===== src/rtl/cnn_pkg.sv =====
// Shared definitions for the CNN post-processing stages: sample width,
// default image geometry, pooling state encoding and signed helpers.
package cnn_pkg;

  localparam int DATA_W    = 16;
  localparam int IMG_W_DEF = 24;
  localparam int IMG_H_DEF = 24;

  typedef logic signed [DATA_W-1:0] sample_t;

  // S_FILL: even row, horizontal pair maxima go into the row buffer
  // S_POOL: odd row, pair maxima combine with the buffer into one output
  typedef enum logic {
    S_FILL = 1'b0,
    S_POOL = 1'b1
  } pool_state_t;

  function automatic sample_t smax(input sample_t a, input sample_t b);
    return (a > b) ? a : b;
  endfunction

  function automatic sample_t relu(input sample_t a);
    return a[DATA_W-1] ? '0 : a;
  endfunction

endpackage


===== src/rtl/pool_row_buf.sv =====
// Half-width row buffer holding the horizontal pair maxima of the even row.
// Synchronous write, asynchronous read; contents are not reset because every
// entry is written in the even row before the odd row reads it.
module pool_row_buf
  import cnn_pkg::*;
#(
  parameter int DEPTH = IMG_W_DEF / 2,
  parameter int AW    = (DEPTH > 1) ? $clog2(DEPTH) : 1
) (
  input  logic              clk,
  input  logic              we,
  input  logic [AW-1:0]     waddr,
  input  logic [DATA_W-1:0] wdata,
  input  logic [AW-1:0]     raddr,
  output logic [DATA_W-1:0] rdata
);

  logic [DATA_W-1:0] mem [DEPTH];

  // Store one pair maximum per accepted odd-column sample of the even row
  always_ff @(posedge clk) begin
    if (we) mem[waddr] <= wdata;
  end

  assign rdata = mem[raddr];

endmodule


===== src/rtl/relu_maxpool.sv =====
// ReLU + 2x2 stride-2 max pooling on a raster-order conv result stream.
// Optional feature: define RELU_EN to clamp negative samples to zero before
// pooling; without it the pooling is raw signed max.
//
// state  | meaning
// S_FILL | even row: pair maxima written to the row buffer, no output
// S_POOL | odd row: pair maxima merged with buffer, one output per window
module relu_maxpool
  import cnn_pkg::*;
#(
  parameter int IMG_W = IMG_W_DEF,
  parameter int IMG_H = IMG_H_DEF
) (
  input  logic              clk,
  input  logic              rst,
  input  logic              clr,
  input  logic [DATA_W-1:0] in_data,
  input  logic              in_valid,
  output logic              in_ready,
  output logic [DATA_W-1:0] out_data,
  output logic              out_valid,
  input  logic              out_ready,
  output logic              frame_done
);

  localparam int CW = (IMG_W > 1) ? $clog2(IMG_W) : 1;
  localparam int RW = (IMG_H > 1) ? $clog2(IMG_H) : 1;
  localparam int BW = (IMG_W / 2 > 1) ? $clog2(IMG_W / 2) : 1;
  localparam logic [CW-1:0] COL_MAX = CW'(IMG_W - 1);
  localparam logic [RW-1:0] ROW_MAX = RW'(IMG_H - 1);

  pool_state_t       state_q, state_d;
  logic [CW-1:0]     col;
  logic [RW-1:0]     row;
  sample_t           h_reg, v_in, hmax, buf_rdata;
  logic [DATA_W-1:0] buf_rdata_raw;
  logic [BW-1:0]     buf_addr;
  logic              accept, col_odd, col_last, row_last;
  logic              buf_we, win_done, out_xfer, out_last;

  // Single output register: a new sample may enter whenever the register is
  // free or is being drained in the same cycle.
  assign in_ready = rst & (~out_valid | out_ready);
  assign accept   = in_valid & in_ready & ~clr;
  assign out_xfer = out_valid & out_ready;

`ifdef RELU_EN
  assign v_in = relu(sample_t'(in_data));
`else
  assign v_in = sample_t'(in_data);
`endif

  assign col_odd   = col[0];
  assign col_last  = (col == COL_MAX);
  assign row_last  = (row == ROW_MAX);
  assign hmax      = smax(h_reg, v_in);
  assign buf_addr  = BW'(col >> 1);
  assign buf_rdata = sample_t'(buf_rdata_raw);

  pool_row_buf #(
    .DEPTH (IMG_W / 2),
    .AW    (BW)
  ) u_row_buf (
    .clk   (clk),
    .we    (buf_we),
    .waddr (buf_addr),
    .wdata (hmax),
    .raddr (buf_addr),
    .rdata (buf_rdata_raw)
  );

  // State register; clr restarts the frame in the fill phase
  always_ff @(posedge clk or negedge rst) begin
    if (!rst)     state_q <= S_FILL;
    else if (clr) state_q <= S_FILL;
    else          state_q <= state_d;
  end

  // Next state flips at every row end; buffer write vs window completion by phase
  always_comb begin
    state_d  = state_q;
    buf_we   = 1'b0;
    win_done = 1'b0;
    case (state_q)
      S_FILL: begin
        buf_we = accept & col_odd;
        if (accept && col_last) state_d = S_POOL;
      end
      S_POOL: begin
        win_done = accept & col_odd;
        if (accept && col_last) state_d = S_FILL;
      end
      default: state_d = S_FILL;
    endcase
  end

  // Raster counters and the left-sample holding register
  always_ff @(posedge clk or negedge rst) begin
    if (!rst) begin
      col   <= '0;
      row   <= '0;
      h_reg <= '0;
    end else if (clr) begin
      col <= '0;
      row <= '0;
    end else if (accept) begin
      if (!col_odd) h_reg <= v_in;
      if (col_last) begin
        col <= '0;
        row <= row_last ? '0 : row + 1'b1;
      end else begin
        col <= col + 1'b1;
      end
    end
  end

  // Output register with hold-until-accepted handshake and end-of-frame pulse
  always_ff @(posedge clk or negedge rst) begin
    if (!rst) begin
      out_data   <= '0;
      out_valid  <= 1'b0;
      out_last   <= 1'b0;
      frame_done <= 1'b0;
    end else if (clr) begin
      out_valid  <= 1'b0;
      out_last   <= 1'b0;
      frame_done <= 1'b0;
    end else begin
      frame_done <= out_xfer & out_last;
      if (win_done) begin
        out_data  <= smax(buf_rdata, hmax);
        out_valid <= 1'b1;
        out_last  <= row_last & col_last;
      end else if (out_xfer) begin
        out_valid <= 1'b0;
      end
    end
  end

endmodule


===== config.mk =====
export PLATFORM = sky130hd
export DESIGN_NAME = relu_maxpool
export DESIGN_NICKNAME = d
export VERILOG_FILES = /design/src/rtl/cnn_pkg.sv /design/src/rtl/pool_row_buf.sv /design/src/rtl/relu_maxpool.sv
export SDC_FILE = /design/constraint.sdc
export NUM_CORES = 1
export LEC_CHECK = 0
export CAP_MARGIN = 5
export CORE_MARGIN = 2
export CORE_UTILIZATION = 61
export DETAILED_ROUTE_END_ITERATION = 6
export PLACE_DENSITY = 0.8
export SLEW_MARGIN = 10
export SYNTH_ARGS = -nofsm -noshare
export SYNTH_HDL_FRONTEND = slang
export SYNTH_HIERARCHICAL = 1
export SYNTH_SLANG_ARGS = --single-unit

===== constraint.sdc =====
create_clock -name clk -period 5.6 [get_ports clk]
set_input_delay 1.12 -clock clk [delete_from_list [all_inputs] [get_ports clk]]
set_output_delay 1.12 -clock clk [all_outputs]
set_load 0.01 [all_outputs]

==> flow_summary.toml <==
[final_layout]
layout.nets = 763
largest_reg_flops = 192
fin_area_sq_um = 11800
mostFrequentLayoutCells = "edfxtp_1 (192), inv_1 (51), mux2i_1 (48), dfrtp_1 (45), clkdlybuf4s50_1 (38)"
fin_util_pct = 71.7
drive_gt1_share_pct = 17.5
fillers = 1010
antenna_cells = 0
syn_to_final_growth_pct = 15.4
layout_commonest_cell = "edfxtp_1"

[route]
wire_per_inst_um = 23.3
drc = 0
met1_length_mm = 8.97
drt_iter0_drc = 565
vias = 6021
firstDrtPassIters = 5
wl_met3_mm = 1.42
routed.top_layer = "met4"
ant_nets = 0
avgViaCountPerCell = 6.36
wl_mm = 22.0
route.met2.wl_mm = 11.0

[logic_synthesis]
synth_flop_cell = "edfxtp_1"
synthesis.nets = 690
synth_area_leaders = "edfxtp_1 (56%), dfrtp_1 (11%), mux4_2 (6.4%), mux2i_1 (4.7%), ha_1 (4.1%)"
synth.top_cell.area_share_pct = 56.2
syn-instance-count = 635
synth_edf_count = 192
avgSynthCellArea_sq_um = 16.2
synth_seq_cells = 238
yosys_warnings = 6
synth_top_area_cell = "edfxtp_1"
async_flop_share_pct = 19.3
synthDistinctLibCells = 50
synth_area_sq_um = 10300
ys_seq_area_share_pct = 67.4

[place]
place_area_sq_um = 11100
gp_congestion = 0.856
hpwl_mm = 13.9
portBuffers = 39

[sta]
slew_viol_final = 0
skew_ns = 0.0108
hold_viol_final = 0
rsz0062_at_grt = "no"
tns_ns = 0
max_slew_margin_pct = 33.6
min_period_ns = 5.33
worstMarginPinSlew_ns = 0.992
fin_crit_sh_pct = 95.3
setup_viol = 0
fmax_mhz = 187

[critical_path]
r2r_slack_ns = 1.01
startpoint_type = "input port"
worst-path-buf-inv = 2
cp_max_fo = 16
cp_cell_sequence = "clkdlybuf4s50_1 -> inv_1 -> ha_1 -> nor2b_1 -> o211ai_1 -> a2111o_1 -> a311oi_4 -> mux2i_1 -> ha_1 -> and3_1 -> a2111oi_0 -> o221ai_1 -> o31ai_1 -> or2_2 -> o221ai_1"
critPathTopFamily = "compound AO/OA/AOI/OAI gates"
crit_arrival_ns = 5.69
criticalPathCategory = "input port to flop"
cp.required_ns = 5.96
max_stage_delay_ns = 0.56
slowest_stage = "a311oi_4"
end_kind = "flop"

[grt]
grt_pass1_vias = 6214
antenna_found_initial = 0
grt_max_degree = 48
overflow = 0
grt_pass1_wl_mm = 34.3
track_usage_pct = 25.2

[clock_network]
post_cts_buffers = 0
cts_resized = 0
cts_max_path_buffers = 3
cts_made_buffers = 25
cts_tree = "built"
hold_buffers = 0
ctsHtreeMaxLevel = 1
worstSkewPairLatency_ns = 0.51
root_buffer = "clkbuf_16"
cts_sinks = 238
clkTransAtPathRegs_ns = 0.06

[power_and_ir_drop]
power.total_mw = 4.20
pwr-share-seq_pct = 50.0
switchingPower_mw = 1.01
cellPowerDensity_nw_per_um2 = 354
p_int_mw = 3.18
p_clk_share_pct = 37.0
swShare_pct = 24.2
vdd_ir_drop_max_v = 0.000221
combPwrFrac_pct = 13.0
p_leak_nw = 4.32

[floorplan]
die_area_sq_um = 17900
io_pins = 40
fp.dieW_um = 134
start_util_pct = 62.1
fp.dieH_um = 134
coreArea_sq_um = 16500
std_cell_rows = 47

[worst_hold_path]
hp-class = "flop to flop"

[outcome]
run_status = "complete, no violations"

[job]
maxCapViolCount = 0
==> final timing paths <==
| check | start | to | cells past startpoint |
|---|---|---|---|
| setup / recovery | in_data[1] | out_data[9] | 15 |
| hold / removal | out_data[15] | out_data[15] | 2 |
| hold reg to reg | out_data[15] | out_data[15] | 2 |
| setup reg to reg | h_reg[1] | out_data[9] | 13 |
| min in group asynchronous | rst | h_reg[7] | 2 |
| max in group asynchronous | rst | col[1] | 2 |
==> metal layers <==
| layer | vias to the layer above | GRT usage [%] |
|---|---|---|
| met5 | - | 0 |
| met4 | 0 | 8.10 |
| met3 | 61 | 3.23 |
| met2 | 288 | 43.0 |
| met1 | 3034 | 34.3 |
| li1 | 2638 | - |
==> worst min-delay path: cells and delay by family (launching register included) <==
kind / cells / cell delay (ns)
AND/OR/NAND/NOR: 1 / 0.05
AO/OA/AOI/OAI: 1 / 0.06
flip-flops: 1 / 0.34
==> synth_stat cells, types with 5 or more instances <==
cell type,count
mux2_2,13
nand4_1,5
dfrtp_1,46
clkbuf_1,12
nand2_1,33
ha_1,34
mux4_2,29
edfxtp_1,192
nor3_1,8
buf_1,6
inv_1,51
o21ai_0,5
o221ai_1,33
mux2i_1,48
nand3_1,8
nor2_1,19
a21oi_1,18
a22oi_1,17
==> cell families after synthesis <==
logic type	after synthesis	share of synthesized area [%]
simple gates	96	4.61
flops	238	67.4
xor+xnor	3	0.256
compound gates	90	6.76
fa+ha+maj	34	4.14
mux	95	13.5
buf+inv	79	3.39
==> through the flow <==
| stage | hold slack [ns] | std cells | worst slack, ns |
|---|---|---|---|
| floorplan | 0.481 | 635 | 0.534 |
| global placement | 0.473 | 901 | -0.0822 |
| detailed placement | 0.474 | 901 | -0.278 |
| CTS | 0.490 | 946 | 0.230 |
| global route | 0.504 | 946 | 0.0371 |
| finish | 0.487 | 946 | 0.266 |
==> power by group through the flow <==
stage	registers (mW)	clock network, mW	logic, mW
after floorplan	2.12	0	0.327
after global placement	2.13	0	0.493
after detailed placement	2.14	0	0.535
after CTS	2.10	1.58	0.540
after global routing	2.10	1.64	0.603
final	2.10	1.55	0.547
==> layout make-up <==
cell class                      count  area, sq um  share of cell area, %
Sequential cell                   238         6920                   58.4
Multi-Input combinational cell    318         3030                   25.6
Clock buffer                       32          682                   5.76
Timing Repair Buffer               73          641                   5.41
Tap cell                          220          275                   2.32
Inverter                           52          195                   1.65
Clock inverter                     13          103                  0.866
No activity file was read; power rests on OpenSTA's default activity.
==> patch: new RTL, same settings <==
Change the package constant `IMG_W_DEF` from 24 to 36.
--- a/src/rtl/cnn_pkg.sv
+++ b/src/rtl/cnn_pkg.sv
@@ -4,5 +4,5 @@
 
   localparam int DATA_W    = 16;
-  localparam int IMG_W_DEF = 24;
+  localparam int IMG_W_DEF = 36;
   localparam int IMG_H_DEF = 24;
 
Formal check against the unedited RTL: no difference found for any inputs over 10 cycles, from zero or initial values and one cycle with rst low; that may be too few to reach the edited logic, so the function may still have changed.
==> patch against the unedited design <==
Sequential share of layout area up 0.52 points; synthesized area up 43%; core utilization fell by 0.82 points; sequential cell count is 97 higher; setup slack improved by 0.34 ns; via count rose by 41%; wire length grew 46%; clock power up 42%; power is 43% higher; final area up 41%; critical endpoint is now out_data[7].
==> patch: results <==
outcome:
  status: "finished, final reports clean"
final_layout:
  final_nets: 1029
  antenna_cells: 0
  drive_gt1_share_pct: 19.7
  largest_reg_flops: 288
route:
  firstDrtPassIters: 5
  drt-met1-wl_mm: 13.0
  viasPerCell: 6.43
  met3_wirelength_mm: 2.57
  wl_met2_mm: 15.7
  wl_per_cell_um: 24.5
  initialDrtViolationCount: 1023
  top_layer_used: "met4"
synthesis:
  ys_types: 53
  synth_area_leaders: "edfxtp_1, dfrtp_1, mux4_2, mux2i_1, ha_1"
  syn-num-nets: 956
  yosysSeqAreaShare_pct: 67.0
  synth_edf_count: 288
  synthTopCellsByCount: "edfxtp_1, mux2i_1, inv_1"
  async_reset_ff_share_pct: 14.0
  synth_warnings: 6
clock_tree:
  clk_pin_slew_worst_paths_ns: 0.06
  insertion_delay_ns: 0.53
  htreeDepth: 2
  cts_buffers: 34
  clock-root-buffer: "clkbuf_16"
  cts_buffer_depth: 3
grt:
  grt_pass1_vias: 8705
  grt_usage_pct: 26.1
  grt_start_max_net_pins: 54
  grt_first_pass_wirelength_mm: 50.6
  antenna_found_initial: 0
timing:
  worst_slew_pin_slew_ns: 0.861
  slew_viol_final: 0
  skew_ns: 0.0169
power:
  p_leak_nw: 5.62
  irDropWorstVdd_v: 0.000268
critical_path:
  r2r_cells: 11
  worstPathMaxFanout: 26
  slowest_delay_ns: 0.52
  crit_slowest_cell: "nor4_1"
  arrival_ns: 5.36
place:
  dp_hpwl_mm: 20.0
  dp_worst_setup_slack_ns: 0.116
  gp_congestion: 0.877
worst_hold_path:
  hold_class: "reg2reg"
  hold_depth: 2
patch: changes by cell type in the layout (fill, tap and decap cells not counted), moves of 14 or more:
| cell | unedited run | this run |
|---|---|---|
| edfxtp_1 | 192 | 288 |
| o221ai_1 | 33 | 16 |
| a22oi_1 | 17 | 0 |
| nor2_1 | 19 | 43 |
| mux4_2 | 29 | 48 |
| a221oi_1 | 0 | 16 |
| nor3_1 | 4 | 18 |
| o21ai_1 | 0 | 17 |
| o211ai_1 | 2 | 34 |
| mux2_2 | 13 | 31 |
patch: through the flow:
stage | std cells | cell area, µm²
floorplan | 901 | 14700
global placement | 1257 | 15600
detailed placement | 1257 | 15600
CTS | 1318 | 16700
global route | 1318 | 16700
finish | 1318 | 16700
patch: cells by family after synthesis:
kind of cell | synth area share [%]
flip-flops | 67.0
XOR/XNOR | 0.239
adder cells (fa/ha/maj) | 2.90
buffers and inverters | 3.09
multiplexers | 13.3
AO/OA/AOI/OAI | 8.12
AND/OR/NAND/NOR | 5.29
patch: layout make-up:
type                       count  area, µm²
clock inverter                15        190
clock buffer                  46        896
inverter                      51        191
multi-input combinational    466       4420
tap                          319        399
sequential                   335       9830
timing repair buffer          86        751
fill                        1466       6860
patch: path summary, 6_finish.rpt:
path | startpoint | end | slack [ns]
worst max-delay path | in_data[14] | out_data[7] | 0.61
worst min-delay path | out_data[8] | out_data[8] | 0.51
worst max register to register | col[1] | out_data[7] | 0.99
worst min register to register | out_data[8] | out_data[8] | 0.51
min in group asynchronous | rst | col[5] | 0.73
max in group asynchronous | rst | col[3] | 4.36
patch: critical path, delay by kind of cell:
| family | cells | cell delay (ns) |
|---|---|---|
| and+or+nand+nor | 3 | 0.87 |
| buffers and inverters | 4 | 1.03 |
| AOI/OAI and AO/OA | 6 | 1.51 |
| adders and majority gates | 2 | 0.54 |
| muxes | 1 | 0.28 |
patch: power breakdown:
group	internal [mW]	switching, mW	leakage (nW)
combinational	0.250	0.525	1.88
sequential	2.97	0.0395	3.22
clock	1.28	0.924	0.513
patch: layer usage:
metal  global-route usage (%)  vias up
met1                     35.8     4314
met4                     9.59        0
met2                     42.2      382
li1                         -     3704
met3                     5.37       79
met5                        0        -
